<file path="src/rtl/register_file_if.sv">
// Commit, rename and operand-read bus between the reorder buffer/instruction unit (master) and the register file (slave).
// Pure wiring, no latency; no backpressure on this bus.
// Advancing is gated by readyIn on the register file itself.
interface register_file_if #(
    parameter int ROB_WIDTH = 4
);
    logic                 regUpdateValid;
    logic [4:0]           regUpdateDest;
    logic [31:0]          regValue;
    logic [ROB_WIDTH-1:0] regUpdateRobId;

    logic                 renameValid;
    logic [4:0]           renameDest;
    logic [ROB_WIDTH-1:0] renameRobId;

    logic [4:0]           rs1;
    logic [31:0]          rs1Value;
    logic                 rs1Dirty;
    logic [ROB_WIDTH-1:0] rs1Dep;
    logic [4:0]           rs2;
    logic [31:0]          rs2Value;
    logic                 rs2Dirty;
    logic [ROB_WIDTH-1:0] rs2Dep;

    modport master (
        output regUpdateValid, regUpdateDest, regValue, regUpdateRobId,
        output renameValid, renameDest, renameRobId,
        output rs1, rs2,
        input  rs1Value, rs1Dirty, rs1Dep, rs2Value, rs2Dirty, rs2Dep
    );

    modport slave (
        input  regUpdateValid, regUpdateDest, regValue, regUpdateRobId,
        input  renameValid, renameDest, renameRobId,
        input  rs1, rs2,
        output rs1Value, rs1Dirty, rs1Dep, rs2Value, rs2Dirty, rs2Dep
    );
endinterface

</file>
<file path="src/rtl/register_file.sv">
// Architectural register file with per-register dirty bit and rename tag; REGFILE_BYPASS_EN forwards same-cycle commits to reads.
// Latency: reads combinational, commits/renames visible next cycle (commit same cycle with bypass).
// Backpressure: readyIn=0 freezes all state; held commits are idempotent when reapplied.
module register_file #(
    parameter int ROB_WIDTH = 4,
    parameter int REG_COUNT = 32
) (
    input logic            clockIn,
    input logic            resetIn,
    input logic            readyIn,
    input logic            clearIn,
    register_file_if.slave rf
);
    logic [31:0]          values [REG_COUNT];
    logic [ROB_WIDTH-1:0] tags   [REG_COUNT];
    logic [REG_COUNT-1:0] dirty;

    logic commitHit;
    logic renameHit;

    assign commitHit = readyIn && rf.regUpdateValid && (rf.regUpdateDest != 5'd0);
    assign renameHit = readyIn && rf.renameValid && (rf.renameDest != 5'd0) && !clearIn;

    // Later assignments override earlier ones: clear and rename beat the commit's dirty clear.
    always_ff @(posedge clockIn) begin
        if (!resetIn) begin
            for (int i = 0; i < REG_COUNT; i++) begin
                values[i] <= '0;
                tags[i]   <= '0;
            end
            dirty <= '0;
        end else if (readyIn) begin
            if (commitHit) begin
                values[rf.regUpdateDest] <= rf.regValue;
                if (dirty[rf.regUpdateDest] && (tags[rf.regUpdateDest] == rf.regUpdateRobId))
                    dirty[rf.regUpdateDest] <= 1'b0;
            end
            if (clearIn) begin
                dirty <= '0;
            end else if (renameHit) begin
                dirty[rf.renameDest] <= 1'b1;
                tags[rf.renameDest]  <= rf.renameRobId;
            end
        end
    end

    always_comb begin
        rf.rs1Value = values[rf.rs1];
        rf.rs1Dirty = dirty[rf.rs1];
        rf.rs1Dep   = tags[rf.rs1];
`ifdef REGFILE_BYPASS_EN
        if (commitHit && (rf.regUpdateDest == rf.rs1)) begin
            rf.rs1Value = rf.regValue;
            if (tags[rf.rs1] == rf.regUpdateRobId)
                rf.rs1Dirty = 1'b0;
        end
`endif
        if (rf.rs1 == 5'd0) begin
            rf.rs1Value = '0;
            rf.rs1Dirty = 1'b0;
        end
    end

    always_comb begin
        rf.rs2Value = values[rf.rs2];
        rf.rs2Dirty = dirty[rf.rs2];
        rf.rs2Dep   = tags[rf.rs2];
`ifdef REGFILE_BYPASS_EN
        if (commitHit && (rf.regUpdateDest == rf.rs2)) begin
            rf.rs2Value = rf.regValue;
            if (tags[rf.rs2] == rf.regUpdateRobId)
                rf.rs2Dirty = 1'b0;
        end
`endif
        if (rf.rs2 == 5'd0) begin
            rf.rs2Value = '0;
            rf.rs2Dirty = 1'b0;
        end
    end
endmodule
</file>
<file path="src/flat_wrapper.sv">
// flat-port wrapper written by rule: the top's interface ports become plain ports
module register_file_flat 
#(
    parameter int ROB_WIDTH = 4,
    parameter int REG_COUNT = 32
)
  (clockIn, resetIn, readyIn, clearIn, rf_regUpdateValid, rf_regUpdateDest, rf_regValue, rf_regUpdateRobId, rf_renameValid, rf_renameDest, rf_renameRobId, rf_rs1, rf_rs2, rf_rs1Value, rf_rs1Dirty, rf_rs1Dep, rf_rs2Value, rf_rs2Dirty, rf_rs2Dep);
  register_file_if #(.ROB_WIDTH(ROB_WIDTH)) rf_i ();
  input logic clockIn;
  input logic resetIn;
  input logic readyIn;
  input logic clearIn;
  input wire logic [$bits(rf_i.regUpdateValid)-1:0] rf_regUpdateValid;
  input wire logic [$bits(rf_i.regUpdateDest)-1:0] rf_regUpdateDest;
  input wire logic [$bits(rf_i.regValue)-1:0] rf_regValue;
  input wire logic [$bits(rf_i.regUpdateRobId)-1:0] rf_regUpdateRobId;
  input wire logic [$bits(rf_i.renameValid)-1:0] rf_renameValid;
  input wire logic [$bits(rf_i.renameDest)-1:0] rf_renameDest;
  input wire logic [$bits(rf_i.renameRobId)-1:0] rf_renameRobId;
  input wire logic [$bits(rf_i.rs1)-1:0] rf_rs1;
  input wire logic [$bits(rf_i.rs2)-1:0] rf_rs2;
  output wire logic [$bits(rf_i.rs1Value)-1:0] rf_rs1Value;
  output wire logic [$bits(rf_i.rs1Dirty)-1:0] rf_rs1Dirty;
  output wire logic [$bits(rf_i.rs1Dep)-1:0] rf_rs1Dep;
  output wire logic [$bits(rf_i.rs2Value)-1:0] rf_rs2Value;
  output wire logic [$bits(rf_i.rs2Dirty)-1:0] rf_rs2Dirty;
  output wire logic [$bits(rf_i.rs2Dep)-1:0] rf_rs2Dep;
  assign rf_i.regUpdateValid = rf_regUpdateValid;
  assign rf_i.regUpdateDest = rf_regUpdateDest;
  assign rf_i.regValue = rf_regValue;
  assign rf_i.regUpdateRobId = rf_regUpdateRobId;
  assign rf_i.renameValid = rf_renameValid;
  assign rf_i.renameDest = rf_renameDest;
  assign rf_i.renameRobId = rf_renameRobId;
  assign rf_i.rs1 = rf_rs1;
  assign rf_i.rs2 = rf_rs2;
  assign rf_rs1Value = rf_i.rs1Value;
  assign rf_rs1Dirty = rf_i.rs1Dirty;
  assign rf_rs1Dep = rf_i.rs1Dep;
  assign rf_rs2Value = rf_i.rs2Value;
  assign rf_rs2Dirty = rf_i.rs2Dirty;
  assign rf_rs2Dep = rf_i.rs2Dep;
  register_file #(.ROB_WIDTH(ROB_WIDTH), .REG_COUNT(REG_COUNT)) u_core (.clockIn(clockIn), .resetIn(resetIn), .readyIn(readyIn), .clearIn(clearIn), .rf(rf_i));
endmodule
</file>
<file path="config.mk">
export PLATFORM = sky130hd
export DESIGN_NAME = register_file_flat
export DESIGN_NICKNAME = d
export VERILOG_FILES = /design/src/rtl/register_file_if.sv /design/src/rtl/register_file.sv /design/src/flat_wrapper.sv
export SDC_FILE = /design/constraint.sdc
export NUM_CORES = 2
export LEC_CHECK = 0
export CORE_MARGIN = 2
export CORE_UTILIZATION = 30
export DETAILED_ROUTE_END_ITERATION = 7
export PLACE_DENSITY = 0.49
export REMOVE_ABC_BUFFERS = 1
export SLEW_MARGIN = 20
export SYNTH_ARGS = -nofsm -noshare
export SYNTH_HDL_FRONTEND = slang
export SYNTH_SLANG_ARGS = --single-unit
</file>
<file path="constraint.sdc">
create_clock -name clockIn -period 7.2 [get_ports clockIn]
set_input_delay 2.16 -clock clockIn [delete_from_list [all_inputs] [get_ports clockIn]]
set_output_delay 2.16 -clock clockIn [all_outputs]
set_load 0.02 [all_outputs]
</file>
==> flow_summary.toml <==
[routing]
firstDrtPassIters = 6
wl_per_cell_um = 33.5
drcViolationCount = 0
antenna_left = 0
vias = 41661
via_per_inst = 5.63
wirelength_um = 248000
drt_iter0_drc = 5287

[synth]
synthCells = 4334
yosys_warnings = 0
synth_top_area_share_pct = 53.5
synth-seq-area-share_pct = 54.5
yosys-top-cells-area = "edfxtp_1 (54%), mux4_2 (22%), and2_1 (9.6%), mux2i_1 (3.4%), clkbuf_1 (2.2%)"
synthFlopType = "edfxtp_1"
synth_edf_count = 1152
synth.ff_latch_count = 1184
synthArstFlopShare_pct = 0
yosys.area.top_type = "edfxtp_1"
syn_area_per_cell_um2 = 14.9
netlist_area_um2 = 64600
synth.distinct_cells = 51

[finish]
final_area_um2 = 75900
drive_gt1_share_pct = 27.5
area_growth_pct = 17.4
n_fill_cell = 20436
regArea_um2 = 35200
post-route-util_pct = 35.4
multiInputGateArea_um2 = 28000
final_nets = 4499

[clock_network]
cts_tree = "yes"
cts_sinks = 1184
clk_latency_ns = 0.80
cts_buffers = 144
clkTransAtPathRegs_ns = 0.05
post_cts_buffers = 0
cts_root_buffer = "clkbuf_16"
h-tree-depth = 4
clockBufferDepth = 3

[critical_path]
crit_family = "buffers and inverters"
crit_path_cell_trace = "buf_8 > buf_4 > buf_4 > mux4_2 > mux2_2 > a21oi_1 > nor3_1 > clkdlybuf4s50_1"
end_kind = "primary output"
cp_data_arrival_time_ns = 4.95
worstSetupPathDepth = 8
reg2reg_depth = 7
crit_fanout = 13
cp_slowest_cell = "clkdlybuf4s50_1"
startpoint_type = "input pin"
cpMostUsedCell = "buf_4"
max_stage_delay_ns = 0.57
crit_buf_inv = 4
worstSetupPathType = "input pin to primary output"
crit_required_ns = 5.04

[min_path]
hold_path_class = "flip-flop to flip-flop"
min_path_cells = 2

[global_routing]
grt_pass1_wl_um = 343000
grt_max_degree = 87
grt_pass1_vias = 42422
grt_usage_pct = 22.5
grt_overflow = 0
grt_antenna_before_repair = 32

[run_status]
status = "complete, no violations"

[timing]
rsz0062_at_grt = "false"
timing.fmax_mhz = 141
tns_ns = 0
fin_crit_ns = 7.11
final-hold-violation-count = 0
period_share_pct = 98.7
maxSlewViolCount = 0
max_slew_margin_pct = 20.2
worst_pin_slew_ns = 1.19
skew_ns = 0.0158
setup_viol = 0

[floorplan]
std_cell_rows = 170
io_pins = 140
die_h_um = 468
initial_core_util_pct = 30.1
dieArea_um2 = 219000
coreArea_um2 = 214000
die_x_um = 468

[power_and_ir_drop]
leakage_nw = 25.7
power_density_nw_per_um2 = 235
irDropWorstVdd_v = 0.000270

[run]
drv_cap = 0

[place]
dpl_cell_area_um2 = 71200
gp_congestion = 0.858
dpl.hpwl_um = 151000
port_buffers = 139
## registers in the layout, summed over array words and instances, names as in the netlist
signal and flops:
u_core.tags 128, u_core.values 1024, u_core.dirty 32
## area by class of cell
class                      instances  area share, %
timing repair buffer             395           5.82
clock buffer                     181           5.11
inverter                           6         0.0313
multi-input combinational       2702           36.9
tap                             2838           4.68
clock inverter                    82           1.03
antenna                           14         0.0461
sequential                      1184           46.4
## synth_stat cells, drive strengths merged (44+ instances only)
cell type  instances
clkbuf           372
a21oi             44
nor3             134
nor2             124
edfxtp          1152
mux2              54
o22ai             69
nand2            122
buf              105
and2             996
mux4             626
mux2i            219
## metrics by stage
step / power, mW / hold WS, ns / worst slack [ns] / cells
CTS: 17.9 / 0.492 / 0.00732 / 7388
global placement: 10.6 / 0.482 / -0.152 / 7125
detailed placement: 10.6 / 0.483 / -0.140 / 7125
global route: 18.3 / 0.525 / 0.00187 / 7390
finish: 17.8 / 0.504 / 0.0903 / 7402
floorplan: 9.31 / 0.431 / -0.397 / 3892
## cells in the final DEF (no fill, tap or decap), types with 54 or more instances in the layout
master	instances
nor3_1	125
nand2_1	91
and2_1	996
mux2i_1	218
edfxtp_1	1152
buf_4	181
clkbuf_16	149
nor2_1	101
buf_12	92
mux4_2	626
clkdlybuf4s50_1	108
mux2_2	54
o22ai_1	66
## report_power, final
part | internal [mW] | leakage (nW) | switching (mW) | total (mW)
clock | 4.25 | 2.27 | 3.08 | 7.33
sequential | 7.92 | 11.2 | 0.196 | 8.12
combinational | 1.05 | 12.2 | 1.33 | 2.38
total | 13.2 | 25.7 | 4.60 | 17.8
## what timing repair did
item,in CTS,in global routing
pin swaps,0,0
gates resized for setup,3,2
endpoints found under the setup margin,2,2
hold buffers,0,0
## logic make-up (layout without fill, tap and decap cells)
kind of cell / Yosys count / in the layout / synth area share, %
AO/OA/AOI/OAI: 303 / 303 / 3.30
AND/OR/NAND/NOR: 1464 / 1464 / 13.1
multiplexers: 899 / 899 / 26.1
other: 1 / 50 / 0.00580
buffers and inverters: 483 / 664 / 2.96
flip-flops: 1184 / 1184 / 54.5
## metal layers
layer / wire length, um / global-route usage [%]
met5: 18 / 0
met4: 7790 / 7.53
met3: 20100 / 4.07
met2: 115000 / 35.6
met1: 104000 / 31.2
## worst paths after layout
check	from	to	slack [ns]
worst max-delay path	rf_rs2[0]	rf_rs2Value[23]	0.09
worst min-delay path	u_core.dirty[0]	u_core.dirty[0]	0.50
worst min register to register	u_core.dirty[0]	u_core.dirty[0]	0.50
worst max register to register	u_core.tags[1][0]	u_core.dirty[4]	4.13
## worst min-delay path: stages, from the launching register on
cell and delay, ns:
dfxtp_1 0.35, nand2_1 0.08, a21oi_1 0.03
Power figures use the tool's default switching activity.
